<file path="src/rtl/hd_link_pkg.sv">
// Shared constants, state encodings and counter sizing for the
// half-duplex link controller.
package hd_link_pkg;

   localparam int DATA_W_DEF   = 8;
   localparam int TURN_CYC_DEF = 2;

   typedef logic [2:0] state_t;

   localparam logic [2:0] ST_IDLE     = 3'd0;
   localparam logic [2:0] ST_DRIVE    = 3'd1;
   localparam logic [2:0] ST_TURN_OUT = 3'd2;
   localparam logic [2:0] ST_SAMPLE   = 3'd3;
   localparam logic [2:0] ST_RESP     = 3'd4;

   function automatic int cnt_width(input int dw, input int tc);
      int m;
      m = (dw > tc) ? dw : tc;
      return $clog2(m + 1);
   endfunction

endpackage

</file>
<file path="src/rtl/hd_shift_unit.sv">
// Loadable TX serialiser with a registered line bit, plus the RX
// capture shifter. Bit order is selected by LSB_FIRST.
module hd_shift_unit #(
   parameter int DATA_W    = 8,
   parameter bit LSB_FIRST = 1'b1
) (
   input  logic              clk,
   input  logic              rst_n,
   input  logic              load_i,
   input  logic              shift_i,
   input  logic              clr_i,
   input  logic              cap_i,
   input  logic [DATA_W-1:0] tx_data_i,
   input  logic              rx_bit_i,
   output logic              tx_bit_o,
   output logic [DATA_W-1:0] rx_data_o
);

   logic [DATA_W-1:0] tx_q, tx_d;
   logic [DATA_W-1:0] rx_q, rx_d;
   logic              out_q, out_d;

   always_comb begin
      tx_d  = tx_q;
      out_d = out_q;
      rx_d  = rx_q;
      // out_q is the bit on the line; tx_q holds the bits still to send
      if (load_i) begin
         if (LSB_FIRST) begin
            out_d = tx_data_i[0];
            tx_d  = tx_data_i >> 1;
         end else begin
            out_d = tx_data_i[DATA_W-1];
            tx_d  = tx_data_i << 1;
         end
      end else if (shift_i) begin
         if (LSB_FIRST) begin
            out_d = tx_q[0];
            tx_d  = tx_q >> 1;
         end else begin
            out_d = tx_q[DATA_W-1];
            tx_d  = tx_q << 1;
         end
      end else if (clr_i) begin
         out_d = 1'b0;
      end
      if (cap_i) begin
         if (LSB_FIRST) begin
            rx_d = {rx_bit_i, rx_q[DATA_W-1:1]};
         end else begin
            rx_d = {rx_q[DATA_W-2:0], rx_bit_i};
         end
      end
   end

   always_ff @(posedge clk or negedge rst_n) begin
      if (!rst_n) begin
         tx_q  <= '0;
         rx_q  <= '0;
         out_q <= 1'b0;
      end else begin
         tx_q  <= tx_d;
         rx_q  <= rx_d;
         out_q <= out_d;
      end
   end

   assign tx_bit_o  = out_q;
   assign rx_data_o = rx_q;

endmodule

</file>
<file path="src/rtl/half_duplex_link_ctrl.sv">
// Half-duplex request/reply sequencer: sends one word, releases the
// line for a guard period, captures the reply and hands it back.
module half_duplex_link_ctrl
   import hd_link_pkg::*;
#(
   parameter int DATA_W    = DATA_W_DEF,
   parameter int TURN_CYC  = TURN_CYC_DEF,
   parameter bit LSB_FIRST = 1'b1
) (
   input  logic              clk,
   input  logic              rst_n,
   input  logic              req_valid,
   output logic              req_ready,
   input  logic [DATA_W-1:0] req_data,
   output logic              rsp_valid,
   input  logic              rsp_ready,
   output logic [DATA_W-1:0] rsp_data,
   output logic              busy,
   output logic              direction,
   output logic              data_out,
   input  logic              data_in
);

   localparam int CW = cnt_width(DATA_W, TURN_CYC);
   localparam logic [CW-1:0] DW_LD = CW'(DATA_W - 1);
   localparam logic [CW-1:0] TC_LD = CW'(TURN_CYC - 1);
   localparam logic [CW-1:0] ONE   = CW'(1);

   state_t        state_q, state_d;
   logic [CW-1:0] cnt_q, cnt_d;
   logic          dir_q, dir_d;
   logic          hs_q, hs_d;
   logic          rv_q, rv_d;
   logic          ld, sh, clr, cap;
   logic          cnt_zero, req_fire, rsp_fire;

   assign cnt_zero  = (cnt_q == '0);
   assign req_ready = (state_q == ST_IDLE);
   assign req_fire  = req_valid & req_ready;
   assign rsp_fire  = rv_q & rsp_ready;

   always_comb begin
      state_d = state_q;
      cnt_d   = cnt_q;
      dir_d   = dir_q;
      hs_d    = hs_q;
      rv_d    = rv_q;
      ld      = 1'b0;
      sh      = 1'b0;
      clr     = 1'b0;
      cap     = 1'b0;
      case (state_q)
         ST_IDLE: begin
            if (req_fire) begin
               state_d = ST_DRIVE;
               cnt_d   = DW_LD;
               dir_d   = 1'b1;
               ld      = 1'b1;
            end
         end
         ST_DRIVE: begin
            if (cnt_zero) begin
               state_d = ST_TURN_OUT;
               cnt_d   = TC_LD;
               dir_d   = 1'b0;
               clr     = 1'b1;
            end else begin
               cnt_d = cnt_q - ONE;
               sh    = 1'b1;
            end
         end
         ST_TURN_OUT: begin
            if (cnt_zero) begin
               state_d = ST_SAMPLE;
               cnt_d   = DW_LD;
            end else begin
               cnt_d = cnt_q - ONE;
            end
         end
         ST_SAMPLE: begin
            cap = 1'b1;
            if (cnt_zero) begin
               state_d = ST_RESP;
               cnt_d   = TC_LD;
               rv_d    = 1'b1;
               hs_d    = 1'b0;
            end else begin
               cnt_d = cnt_q - ONE;
            end
         end
         ST_RESP: begin
            // reply handshake and return guard complete independently
            if (!cnt_zero) begin
               cnt_d = cnt_q - ONE;
            end
            if (rsp_fire) begin
               rv_d = 1'b0;
               hs_d = 1'b1;
            end
            if ((rsp_fire | hs_q) && cnt_zero) begin
               state_d = ST_IDLE;
               hs_d    = 1'b0;
            end
         end
         default: begin
            state_d = ST_IDLE;
            dir_d   = 1'b0;
            rv_d    = 1'b0;
            hs_d    = 1'b0;
            clr     = 1'b1;
         end
      endcase
   end

   always_ff @(posedge clk or negedge rst_n) begin
      if (!rst_n) begin
         state_q <= ST_IDLE;
         cnt_q   <= '0;
         dir_q   <= 1'b0;
         hs_q    <= 1'b0;
         rv_q    <= 1'b0;
      end else begin
         state_q <= state_d;
         cnt_q   <= cnt_d;
         dir_q   <= dir_d;
         hs_q    <= hs_d;
         rv_q    <= rv_d;
      end
   end

   hd_shift_unit #(
      .DATA_W    (DATA_W),
      .LSB_FIRST (LSB_FIRST)
   ) u_shift (
      .clk       (clk),
      .rst_n     (rst_n),
      .load_i    (ld),
      .shift_i   (sh),
      .clr_i     (clr),
      .cap_i     (cap),
      .tx_data_i (req_data),
      .rx_bit_i  (data_in),
      .tx_bit_o  (data_out),
      .rx_data_o (rsp_data)
   );

   assign direction = dir_q;
   assign rsp_valid = rv_q;
   assign busy      = (state_q != ST_IDLE);

endmodule
</file>
<file path="config.mk">
export PLATFORM = sky130hd
export DESIGN_NAME = half_duplex_link_ctrl
export DESIGN_NICKNAME = d
export VERILOG_FILES = /design/src/rtl/hd_link_pkg.sv /design/src/rtl/hd_shift_unit.sv /design/src/rtl/half_duplex_link_ctrl.sv
export SDC_FILE = /design/constraint.sdc
export NUM_CORES = 1
export LEC_CHECK = 0
export BUFFER_PORTS_ARGS = -buffer_cell sky130_fd_sc_hd__buf_2
export CAP_MARGIN = 20
export CORE_MARGIN = 10
export CORE_UTILIZATION = 55
export DETAILED_ROUTE_END_ITERATION = 7
export PLACE_DENSITY_LB_ADDON = 0.3
export SETUP_SLACK_MARGIN = 0.4
export SLEW_MARGIN = 20
export SYNTH_ARGS = -nofsm -noshare
export SYNTH_HDL_FRONTEND = slang
export SYNTH_SLANG_ARGS = --single-unit
</file>
<file path="constraint.sdc">
create_clock -name clk -period 3.1 [get_ports clk]
set_clock_uncertainty 0.2 [all_clocks]
set_input_delay 0.155 -clock clk [delete_from_list [all_inputs] [get_ports clk]]
set_output_delay 0.155 -clock clk [all_outputs]
set_load 0.1 [all_outputs]
</file>
# [Yosys cells after proc, flatten, opt, wreduce, memory -nomap -nowiden]
# Index checks and enable logic that the tools add are counted.
[word_totals] regBits=27 inputBits=13 out_inout_bits=13 elab_cells=74
[op_classes] n_addsub=1 eq_ne=12 muxes=32 bitwise=5 n_reduce_logical=16
[op_table] op="$mux 4" n=4
[op_table] op="$mux 8" n=2
[op_table] op="$pmux 4 s4" n=1
[op_table] op="$mux 1" n=15
[op_table] op="$mux 3" n=5
[op_table] op="$pmux 3 s5" n=1
[op_table] op="$ne 2x2->1 const B" n=6
[op_table] op="$reduce_and 3->1" n=4
[op_table] op="$pmux 1 s3" n=3
[op_table] op="$eq 3x2->1 const B" n=2
[op_table] op="$reduce_bool 3->1" n=2
[op_table] op="$reduce_or 3->1" n=2
[op_table] op="$reduce_and 5->1" n=1
[op_table] op="$logic_not 4->1" n=1
[op_table] op="$reduce_bool 4->1" n=1
[op_table] op="$reduce_or 4->1" n=1
[op_table] op="$sub 4x1->4 const B" n=1
[op_table] op="$eq 3x1->1 const B" n=1
[op_table] op="$eq 3x3->1 const B" n=1
[op_table] op="$logic_not 3->1" n=1
[op_table] op="$ne 3x3->1 const B" n=1
[op_table] op="$and 1x1->1" n=2
[op_table] op="$ne 2x1->1 const B" n=1
[op_table] op="$not 1->1" n=2
[op_table] op="5 further kinds" n=5

# [Depth between registers and ports, before layout]
# Gate-level depths: netlist of the first run.
[depth] word_depth=6 depth_mapped=8 depth_no_buf=6

# [Cells and area by module]
# Synthesis of the first run repeated with hierarchy kept, for this count alone.
[hier_totals] cells_unflattened=131 area_unflattened_um2=1336.3
[modules_own_cells] mod="half_duplex_link_ctrl" n_inst=1 cells_each=80 area_each_um2=675.6 seq_area_each_um2=250.2
[modules_own_cells] mod="hd_shift_unit" n_inst=1 cells_each=51 area_each_um2=660.6 seq_area_each_um2=400.4

# [Least setup slack after synthesis of the first run]
# Ideal clock, no wire load.
[synth_path] kind="register -> register" from="register state_q[0]" to="register u_shift.tx_q[2]" setup_time_ns=0.126 arrival_time_ns=2.080 required_time_ns=2.774 setup_slack_ns=0.694 path_stages_with_launch=8 n_path_buf=1 synth_period_minus_slack_ns=2.406 path_cell_list="dfrtp_1 -> nor2_2 -> nand2_2 -> inv_2 -> nand2_1 -> buf_2 -> nor2_1 -> a21oi_1"
[synth_between] elab_chain_len=5 elab_cells_between_ends=8 cone_classes="eq/ne (1); mux (4); bitwise (1); reduce/logical (2)"
[synth_lines] item="from (decl)" line_no="half_duplex_link_ctrl.sv:29" source="state_t state_q, state_d;"
[synth_lines] item="from (signal assigned)" line_no="half_duplex_link_ctrl.sv:123" source="state_q <= state_d;"
[synth_lines] item="$logic_not 3->1 *" line_no="half_duplex_link_ctrl.sv:38" source="assign req_ready = (state_q == ST_IDLE);"
[synth_lines] item="via req_ready" line_no="half_duplex_link_ctrl.sv:13" source="output logic req_ready,"
[synth_lines] item="$and 1x1->1" line_no="half_duplex_link_ctrl.sv:39" source="assign req_fire = req_valid & req_ready;"
[synth_lines] item="$mux 1" line_no="half_duplex_link_ctrl.sv:54" source="if (req_fire) begin"
[synth_lines] item="$mux 1 *" line_no="half_duplex_link_ctrl.sv:52" source="case (state_q)"
[synth_lines] item="$mux 8 or $reduce_bool 2->1 (tied branches)"
[synth_lines] item="to (signal assigned)" line_no="hd_shift_unit.sv:62" source="tx_q <= tx_d;"
[synth_lines] item="to (decl)" line_no="hd_shift_unit.sv:19" source="logic [DATA_W-1:0] tx_q, tx_d;"
# Mark *: on every way through the listed nets, which the timed path passes. The rest lies on a longest branch.
# A chain may end at the register's enable or synchronous reset.

# [Final worst setup path of the first run]
[layout_path] from="register state_q[1]" to="output req_ready"
[layout_between] elab_chain_len=1
[layout_lines] item="$logic_not 3->1" line_no="half_duplex_link_ctrl.sv:38"
[layout_lines] item="to (decl)" line_no="half_duplex_link_ctrl.sv:13"
# Every way passes these cells.

==> results of run 1 <==
## final timing paths
path                                         from                          endpoint  slack (ns)  cells past startpoint
max in group asynchronous                   rst_n  u_shift.rx_data_o[6]$_DFFE_PN0P_        2.18                      2
hold reg to reg              cnt_q[0]$_DFFE_PN0P_              cnt_q[0]$_DFFE_PN0P_        0.32                      1
hold / removal                          req_valid            state_q[0]$_DFFE_PN0P_        0.12                      4
min in group asynchronous                   rst_n              cnt_q[2]$_DFFE_PN0P_        0.14                      2
setup reg to reg             cnt_q[0]$_DFFE_PN0P_       u_shift.tx_q[1]$_DFFE_PN0P_        0.91                      6
setup / recovery           state_q[1]$_DFFE_PN0P_                         req_ready        0.79                      4
## state kept, by name, indices dropped and copies added, names as in the netlist
register           flops
cnt_q                  4
rsp_valid              1
state_q                3
hs_q                   1
u_shift.tx_q           7
direction              1
u_shift.tx_bit_o       1
u_shift.rx_data_o      8
## routing by layer
metal	track usage (%)	wire (um)
met4	4.57	44
met5	0	0
met2	23.0	1610
met3	4.28	205
met1	12.8	1230
## cell usage after synthesis (2+ instances only)
cell type  count
dfrtp_1       26
nor2_1        13
a21oi_1       10
nand2_1       10
mux2_2         9
o21ai_0        9
mux2i_1        6
inv_1          5
buf_2          4
nor3_1         4
a31oi_1        3
nand3_1        3
ha_1           2
nand2_2        2
nor2_2         2
o21ai_1        2
## cell usage in the layout (no fill, tap or decap), types with 2 or more instances in the layout
| cell | count |
|---|---|
| nor2_2 | 2 |
| ha_1 | 2 |
| buf_2 | 25 |
| nand2_1 | 10 |
| dlygate4sd3_1 | 12 |
| a31oi_1 | 3 |
| clkbuf_4 | 3 |
| o21ai_1 | 2 |
| dfrtp_1 | 26 |
| a21oi_1 | 10 |
| o21ai_0 | 9 |
| nand3_1 | 3 |
| inv_1 | 5 |
| mux2_2 | 9 |
| mux2i_1 | 6 |
| nor3_1 | 4 |
| nand2_2 | 2 |
| nor2_1 | 13 |
## per-stage QoR
stage	hold slack (ns)	setup slack (ns)	cells	utilization, %
2_1_floorplan	-0.341	0.694	134	-
3_3_place_gp	-0.0198	1.04	181	65.3
3_5_place_dp	-0.0165	0.947	181	65.3
4_1_cts	0.125	0.816	196	71.6
5_1_grt	0.148	0.710	196	71.6
6_report	0.123	0.794	196	71.6
## worst reg2reg max path, stage by stage (launching register included)
cell and delay [ns]:
dfrtp_1 0.39, inv_1 0.08, ha_1 0.24, nor3b_4 0.20, nor4b_4 0.54, mux2i_1 0.31, a21oi_1 0.10
## area by class of cell
type                            instances  area share (%)
Sequential cell                        26            39.9
Inverter                                6            1.38
Tap cell                               28            2.15
Multi-Input combinational cell         96            40.1
Timing Repair Buffer                   37            15.1
Clock buffer                            3            1.38
## kinds of logic after synthesis
| group | count (synthesis) | share of synthesized area, % |
|---|---|---|
| xor+xnor | 1 | 0.643 |
| flops | 26 | 47.8 |
| compound gates | 32 | 14.3 |
| buf+inv | 12 | 4.23 |
| simple gates | 45 | 18.6 |
| mux | 15 | 11.9 |
| fa+ha+maj | 3 | 2.57 |
## timing repair
action | 4_1_cts | 5_1_grt
hold endpoints to repair | 37 | 0
endpoints found under the setup margin | 0 | 0
hold buffers | 12 | 0
==> impl_metrics.csv, run 1 <==
group,metric,value,unit
run_status,status,"finished clean",
detailed_routing,viasPerCell,5.74,
sta,final_period_minus_worst_setup_slack,2.31,ns
sta,slew-limit-headroom,60.0,%
setup_path,slowest_stage,"dfrtp_1",
sta,min_period_over_period,74.4,%
global_routing,grt_first_pass_wirelength,5280,um
floorplanning,die_h,69.8,um
clocking,clk_pin_slew,0.13,ns
cells_and_area,multi_input_comb_area,653,um^2
sta,max_slew.worst_pin.slew,0.598,ns
cells_and_area,n_fill_cell,172,
run,max_capacitance_violation_total,0,
setup_path,worst_setup_path_start_kind,"flop",
floorplanning,floorplan.initialDensity,59.8,%
detailed_routing,drtAntennaViolNets,0,
cells_and_area,stdcell_area,0.00163,mm^2
setup_path,critical_path.cell_chain,"nor2_2 > nand2_2 > inv_2 > buf_2",
placement,globalplace.congestion,0.749,
placement,post-dp-hpwl,2170,um
cells_and_area,seqCellArea,651,um^2
detailed_routing,routed_wire_length_per_instance,15.8,um
setup_path,critical-path-max-stage-delay,0.57,ns
sta,timing.final.setup_violations,0,
cells_and_area,final_nets,185,
synthesis,postSynthRegisterBits,26,
cells_and_area,final_layout_size_suffix_gt1_share,26.8,%
detailed_routing,drtPass1Iterations,4,
global_routing,track_usage,12.6,%
min_path,worstHoldPathType,"input port to flop",
sta,fmax,434,MHz
floorplanning,ios,26,
global_routing,first_global_vias,1180,
setup_path,critPathMaxFanout,12,
floorplanning,std_cell_rows,17,
synthesis,netlist_top_cells_area,"dfrtp_1 (48%), mux2_2 (7.4%), mux2i_1 (4.4%), a21oi_1 (3.7%), nor2_1 (3.6%)",
synthesis,syn-cell-area,0.00136,mm^2
cells_and_area,antenna_cells_inserted,0,
clocking,clock_tree.buffer_depth,2,
global_routing,globalRoute.totalOverflow,0,
detailed_routing,drt_iter0_markers,78,
synthesis,synth.distinct_cells,40,
placement,dpl-instance-area,0.00149,mm^2
detailed_routing,vias,1126,
synthesis,ys_dominant_reg_cell,"dfrtp_1",
clocking,tritoncts.num_buffers,3,
floorplanning,dieWidth,69.8,um
sta,hold_viol,0,
synthesis,netlist_instances,134,
synthesis,seq_area_frac_synth,47.8,%
synthesis,syn_area_per_cell,10.2,um^2
synthesis,yosys.area.top_type_share,47.8,%
global_routing,pin_count_of_the_biggest_net_entering_global_routing,27,
clocking,tritoncts,"done",
placement,portBuffers,25,
setup_path,crit_arrival,1.95,ns
sta,rsz0062_at_grt,"false",
clocking,clock_network_latency_to_the_later_pin_of_the_worst_skew_pair,0.31,ns
setup_path,endpoint_kind,"output port",
synthesis,synth_edf_count,0,
detailed_routing,finalWirelength,3090,um
clocking,cts_root_buf,"clkbuf_4",
setup_path,critPathBufInv,2,
clocking,clock_sinks,26,
floorplanning,core_region_area,0.00228,mm^2
clocking,htree_num_levels,1,
global_routing,initial_antenna_violation_count,0,
synthesis,synth_nets,149,
sta,setup_total_negative_slack,0,ns
clocking,setup_buffers_after_cts,0,
setup_path,crit_required,2.74,ns
sta,number_of_pins_with_negative_max_slew_slack_in_the_final_report,0,
floorplanning,area_of_the_die,0.00487,mm^2
setup_path,worstSetupPathType,"flop to output port",
cells_and_area,areaGrowthSynthToFinish,19.7,%
detailed_routing,remaining_drc_errors,0,
synthesis,ys.warnings.count,0,
synthesis,synth_area_leader_cell,"dfrtp_1",
synthesis,synth-async-reset-ratio,100,%
clocking,cts_resized,0,
setup_path,cpLargestDelayFamily,"flip-flops",
Power of run 1 is left out: the tool's default activity adds up to more than one toggle a clock period on the data nets, which glitch-free logic cannot reach.
==> inputs of run 2 (changes only) <==
Settings changed: CORE_UTILIZATION 55 to 54.
Clock period 3.1 ns to 2.4 ns, I/O delays scaled along.
==> run 2 against run 1 <==
Routed wire length up 5.7%. Sequential share of layout area down 3.4 points. Final cell count up 6.6%. Non-clock buffer count up 10. Setup slack worse by 0.32 ns. Hold slack worse by 0.057 ns. Die area up 1.3%. Cell area up 10%. Utilization up 2.1 points. First-iteration DRC count up 36%. Via count up 4.6%. Count of clock-buffer cells in the layout unchanged. Critical endpoint is now u_shift.tx_q[5]$_DFFE_PN0P_. Largest cell class unchanged. Highest routed layer unchanged.
==> impl_metrics.csv, run 2 (synthesis results as in run 1) <==
group,metric,value,unit
global_routing,first_global_vias,1156,
cells_and_area,leading_cell_type_in_the_layout_fill_and_taps_excluded,"dfrtp_1",
sta,slew-limit-headroom,61.2,%
setup_path,critPathLaunch,"cnt_q[1]$_DFFE_PN0P_",
floorplanning,dieWidth,70.2,um
setup_path,r2r_cells,7,
run,max_capacitance_violation_total,0,
sta,timing.final.setup_violations,0,
detailed_routing,remaining_drc_errors,0,
setup_path,critPathMaxFanout,8,
min_path,sink_of_the_worst_hold_path,"state_q[0]$_DFFE_PN0P_",
detailed_routing,finalWirelength,3270,um
clocking,clk_pin_slew,0.15,ns
run_status,status,"finished clean",
detailed_routing,viasPerCell,5.64,
global_routing,pin_count_of_the_biggest_net_entering_global_routing,27,
detailed_routing,drtAntennaViolNets,0,
clocking,htree_num_levels,1,
sta,setup_total_negative_slack,0,ns
cells_and_area,stdcell_area,0.00179,mm^2
clocking,cts_root_buf,"clkbuf_4",
detailed_routing,routed_wire_length_per_instance,15.6,um
floorplanning,area_of_the_die,0.00493,mm^2
setup_path,reg_to_reg_setup_timing_slack,0.47,ns
setup_path,r2r_start,"cnt_q[1]$_DFFE_PN0P_",
global_routing,busiest_layer,"met2",
floorplanning,ios,26,
floorplanning,floorplan.initialDensity,56.0,%
placement,post-dp-hpwl,2120,um
setup_path,crit_arrival,1.94,ns
detailed_routing,drtPass1Iterations,4,
sta,min_period_over_period,80.4,%
placement,portBuffers,25,
floorplanning,core_region_area,0.00243,mm^2
sta,worst_slack,0.470,ns
cells_and_area,final_layout_size_suffix_gt1_share,34.6,%
floorplanning,die_h,70.2,um
clocking,clock_tree.buffer_depth,2,
setup_path,endpoint_kind,"flop",
floorplanning,std_cell_rows,18,
clocking,clock_network_latency_to_the_later_pin_of_the_worst_skew_pair,0.33,ns
clocking,clock_sinks,26,
sta,final_period_minus_worst_setup_slack,1.93,ns
cells_and_area,largest_register_ffs,8,
sta,rsz0062_at_grt,"false",
global_routing,globalRoute.totalOverflow,0,
placement,globalplace.congestion,0.793,
global_routing,grt_first_pass_wirelength,5400,um
detailed_routing,vias,1178,
cells_and_area,layout.cells.most_common_list,"dfrtp_1 (25), buf_2 (23), nor2_1 (13), dlygate4sd3_1 (12)",
setup_path,crit_required,2.41,ns
sta,hold_viol,0,
min_path,hold_depth,4,
sta,max_slew.worst_pin.slew,0.582,ns
setup_path,worstSetupPathType,"flop to flop",
placement,dpl-instance-area,0.00153,mm^2
cells_and_area,final_nets,195,
setup_path,timing.rr.end,"u_shift.tx_q[5]$_DFFE_PN0P_",
sta,fmax,518,MHz
clocking,tritoncts.num_buffers,3,
cells_and_area,finalCoreUtilization,73.7,%
global_routing,globalRouteMet2Util,20.4,%
sta,number_of_pins_with_negative_max_slew_slack_in_the_final_report,0,
detailed_routing,drt_iter0_markers,106,
cells_and_area,antenna_cells_inserted,0,
cells_and_area,areaGrowthSynthToFinish,31.7,%
global_routing,track_usage,12.9,%
global_routing,initial_antenna_violation_count,0,
min_path,worstHoldPathType,"input port to flop",
setup_path,worst_setup_path_start_kind,"flop",
min_path,hold_path.startpoint,"req_valid",
placement,pre_cts_ws,0.368,ns
clocking,tritoncts,"done",
global_routing,use_met1,15.4,%
global_routing,global_route_track_usage_on_met3,4.24,%
[run 2: cell type report]
class                      instances  area [um^2]
timing repair buffer              47          329
inverter                           6         31.3
multi-input combinational         96          688
clock inverter                     1         30.0
clock buffer                       3         22.5
fill                             171          639
tap                               30         37.5
sequential                        26          654
[run 2: worst max path at each step]
stage | end | slack [ns]
after CTS | busy | 0.36
after global routing | u_shift.tx_q[5]$_DFFE_PN0P_ | 0.39
after floorplan | u_shift.tx_q[2]$_DFFE_PN0P_ | 0.43
after global placement | u_shift.tx_bit_o$_DFFE_PN0P_ | 0.44
final | u_shift.tx_q[5]$_DFFE_PN0P_ | 0.47
after detailed placement | u_shift.tx_q[3]$_DFFE_PN0P_ | 0.37
[run 2: what timing repair did]
item                                    in CTS  in global routing
gates resized for setup                      3                  9
pin swaps                                    0                  3
hold buffers                                12                  0
hold endpoints to repair                    37                  0
endpoints found under the setup margin      11                 11
setup buffers                                1                  6
gates cloned                                 0                  0
[run 2: critical path, stage by stage, from the launching register on]
cell and delay (ns):
dfrtp_1 0.41, inv_2 0.07, ha_4 0.17, nor3b_4 0.17, nor4b_4 0.29, buf_6 0.18, mux2i_2 0.22, a21oi_1 0.09
[run 2: stage by stage]
stage | hold WS (ns) | cells
3_5_place_dp | -0.0523 | 186
6_report | 0.0664 | 209
3_3_place_gp | -0.0589 | 186
5_1_grt | 0.105 | 209
2_1_floorplan | -0.376 | 134
4_1_cts | 0.0601 | 203
[run 2: routing by layer]
layer / routed length [um] / vias up
met5: 0 / -
met4: 37 / 0
met3: 154 / 4
met2: 1600 / 25
met1: 1480 / 575
li1: - / 574
Power of run 2 is left out for the same reason.
==> inputs of run 3 (changes only) <==
Settings changed: CORE_UTILIZATION 54 to 49.
Clock period 2.4 ns to 1.6 ns, I/O delays scaled along.
==> run 3 against run 2 <==
The run now ends with setup timing left. Non-clock buffer count is 38 higher. Die area rose by 7.2%. Flip-flop and latch count unchanged. Cell area increased by 38%. Hold slack got worse by 0.045 ns. Fmax down 2.8%. Highest routed layer unchanged. First-iteration DRC count rose by 120%. Setup slack lost 0.86 ns. Largest cell class is now non-clock buffers. Via count is 30% higher. Global-route usage is 7.5 points higher.
==> impl_metrics.csv, run 3 (synthesis results as in run 1) <==
group,metric,value,unit
run_status,status,"finished, violations left",
run_status,failed_checks,"setup timing",
clocking,cts_root_buf,"clkbuf_4",
setup_path,slowest_stage,"dfrtp_1",
min_path,hold_depth,4,
setup_path,crit_required,1.62,ns
placement,globalplace.congestion,0.847,
placement,dpl-instance-area,0.00174,mm^2
setup_path,crit_arrival,2.01,ns
detailed_routing,viasPerCell,6.17,
floorplanning,core_region_area,0.00271,mm^2
setup_path,worstSetupPathType,"flop to flop",
min_path,sink_of_the_worst_hold_path,"hs_q$_DFFE_PN0P_",
clocking,tritoncts,"done",
sta,max_slew.worst_pin.slew,0.589,ns
clocking,tritoncts.num_buffers,3,
setup_path,reg_to_reg_setup_timing_slack,-0.39,ns
detailed_routing,drtPass1Iterations,5,
sta,slew-limit-headroom,60.8,%
setup_path,critPathMaxFanout,8,
setup_path,critical-path-max-stage-delay,0.45,ns
cells_and_area,antenna_cells_inserted,0,
detailed_routing,drt_iter0_markers,233,
cells_and_area,areaGrowthSynthToFinish,82.2,%
sta,min_period_over_period,124,%
global_routing,globalRoute.totalOverflow,0,
setup_path,worst-path-stages,7,
clocking,clock_tree.buffer_depth,2,
detailed_routing,finalWirelength,5910,um
global_routing,initial_antenna_violation_count,0,
sta,hold_viol,0,
cells_and_area,final_nets,233,
placement,portBuffers,25,
run,max_capacitance_violation_total,0,
global_routing,first_global_vias,1620,
setup_path,timing.rr.end,"u_shift.tx_q[5]$_DFFE_PN0P_",
cells_and_area,largest_register_ffs,8,
global_routing,grt_first_pass_wirelength,8470,um
setup_path,worst_setup_path_start_kind,"flop",
clocking,clock_sinks,26,
sta,rsz0062_at_grt,"true",
min_path,worstHoldPathType,"input port to flop",
detailed_routing,routed_wire_length_per_instance,23.8,um
global_routing,track_usage,20.4,%
floorplanning,ios,26,
sta,fmax,504,MHz
setup_path,r2r_cells,7,
clocking,htree_num_levels,1,
placement,post-dp-hpwl,2380,um
floorplanning,std_cell_rows,19,
detailed_routing,remaining_drc_errors,0,
sta,timing.final.setup_violations,27,
clocking,clk_pin_slew,0.17,ns
sta,final_period_minus_worst_setup_slack,1.99,ns
clocking,clock_network_latency_to_the_later_pin_of_the_worst_skew_pair,0.34,ns
sta,worst_slack,-0.385,ns
cells_and_area,layout.cells.most_common_list,"buf_4 (39), dfrtp_1 (22), buf_12 (14), nor2_1 (13)",
setup_path,critPathBufInv,2,
setup_path,r2r_start,"cnt_q[1]$_DFFE_PN0P_",
detailed_routing,drtAntennaViolNets,0,
floorplanning,dieWidth,72.7,um
setup_path,endpoint_kind,"flop",
floorplanning,area_of_the_die,0.00529,mm^2
sta,number_of_pins_with_negative_max_slew_slack_in_the_final_report,0,
cells_and_area,final_layout_size_suffix_gt1_share,55.8,%
floorplanning,die_h,72.7,um
min_path,hold_path.startpoint,"rsp_ready",
floorplanning,floorplan.initialDensity,50.2,%
cells_and_area,leading_cell_type_in_the_layout_fill_and_taps_excluded,"buf_4",
cells_and_area,stdcell_area,0.00248,mm^2
setup_path,cpLargestDelayFamily,"flip-flops",
setup_path,critical_path.cell_chain,"inv_2 > ha_4 > nor3b_4 > nor4b_4 > buf_6 > mux2i_1 > a21oi_1",
detailed_routing,vias,1530,
global_routing,pin_count_of_the_biggest_net_entering_global_routing,27,
## run 3: changes by cell type in the layout (fill, tap and decap cells not counted), moves of 5 or more
cell / previous run / this run
buf_6: 1 / 6
buf_12: 0 / 14
buf_4: 10 / 39
o21ai_0: 9 / 3
mux2_2: 9 / 0
mux2_4: 0 / 9
buf_2: 23 / 12
## run 3: metrics by stage
| step | TNS, ns | setup slack (ns) | hold WS, ns | std cells | util (%) |
|---|---|---|---|---|---|
| 5_1_grt | -6.76 | -0.440 | 0.0502 | 248 | 91.5 |
| 3_3_place_gp | -1.35 | -0.174 | -0.0942 | 200 | 64.3 |
| 4_1_cts | -2.18 | -0.219 | -0.00332 | 241 | 86.4 |
| 6_report | -5.86 | -0.385 | 0.0214 | 248 | 91.5 |
| 2_1_floorplan | -0.658 | -0.114 | -0.416 | 134 | - |
| 3_5_place_dp | -1.89 | -0.252 | -0.0868 | 200 | 64.3 |
## run 3: worst max path at each step
| stage | to | slack [ns] | from |
|---|---|---|---|
| floorplan | cnt_q[2]$_DFFE_PN0P_ | -0.11 | cnt_q[1]$_DFFE_PN0P_ |
| detailed placement | u_shift.tx_q[1]$_DFFE_PN0P_ | -0.25 | cnt_q[1]$_DFFE_PN0P_ |
| global placement | u_shift.tx_q[4]$_DFFE_PN0P_ | -0.17 | cnt_q[1]$_DFFE_PN0P_ |
| finish | u_shift.tx_q[5]$_DFFE_PN0P_ | -0.39 | cnt_q[1]$_DFFE_PN0P_ |
| global route | u_shift.tx_q[0]$_DFFE_PN0P_ | -0.44 | cnt_q[1]$_DFFE_PN0P_ |
| CTS | u_shift.tx_q[1]$_DFFE_PN0P_ | -0.22 | cnt_q[1]$_DFFE_PN0P_ |
## run 3: worst min-delay path, delay by kind of cell
kind / cells / cell delay [ns]
and+or+nand+nor: 2 / 0.18
buffers and inverters: 1 / 0.10
AOI/OAI and AO/OA: 1 / 0.18
## run 3: cell type report
type                            count  area [um^2]
Fill cell                          94          230
Timing Repair Buffer               85          863
Clock buffer                        4         36.3
Multi-Input combinational cell     96          842
Sequential cell                    26          658
Inverter                            6         41.3
Tap cell                           31         38.8
## run 3: layer usage
metal	vias to the layer above	share of wire, %	GRT usage (%)
met4	0	8.4	9.92
met5	-	0	0
li1	643	-	-
met1	740	35	22.1
met2	101	50	35.7
met3	46	6.4	5.17
## run 3: repair_timing
action,in CTS,in global routing
buffers inserted,25,7
pin swaps,17,13
setup endpoints to repair,39,39
hold buffers,12,0
resized for setup,72,12
endpoints found under the hold margin,37,0
Power of run 3 is left out for the same reason.
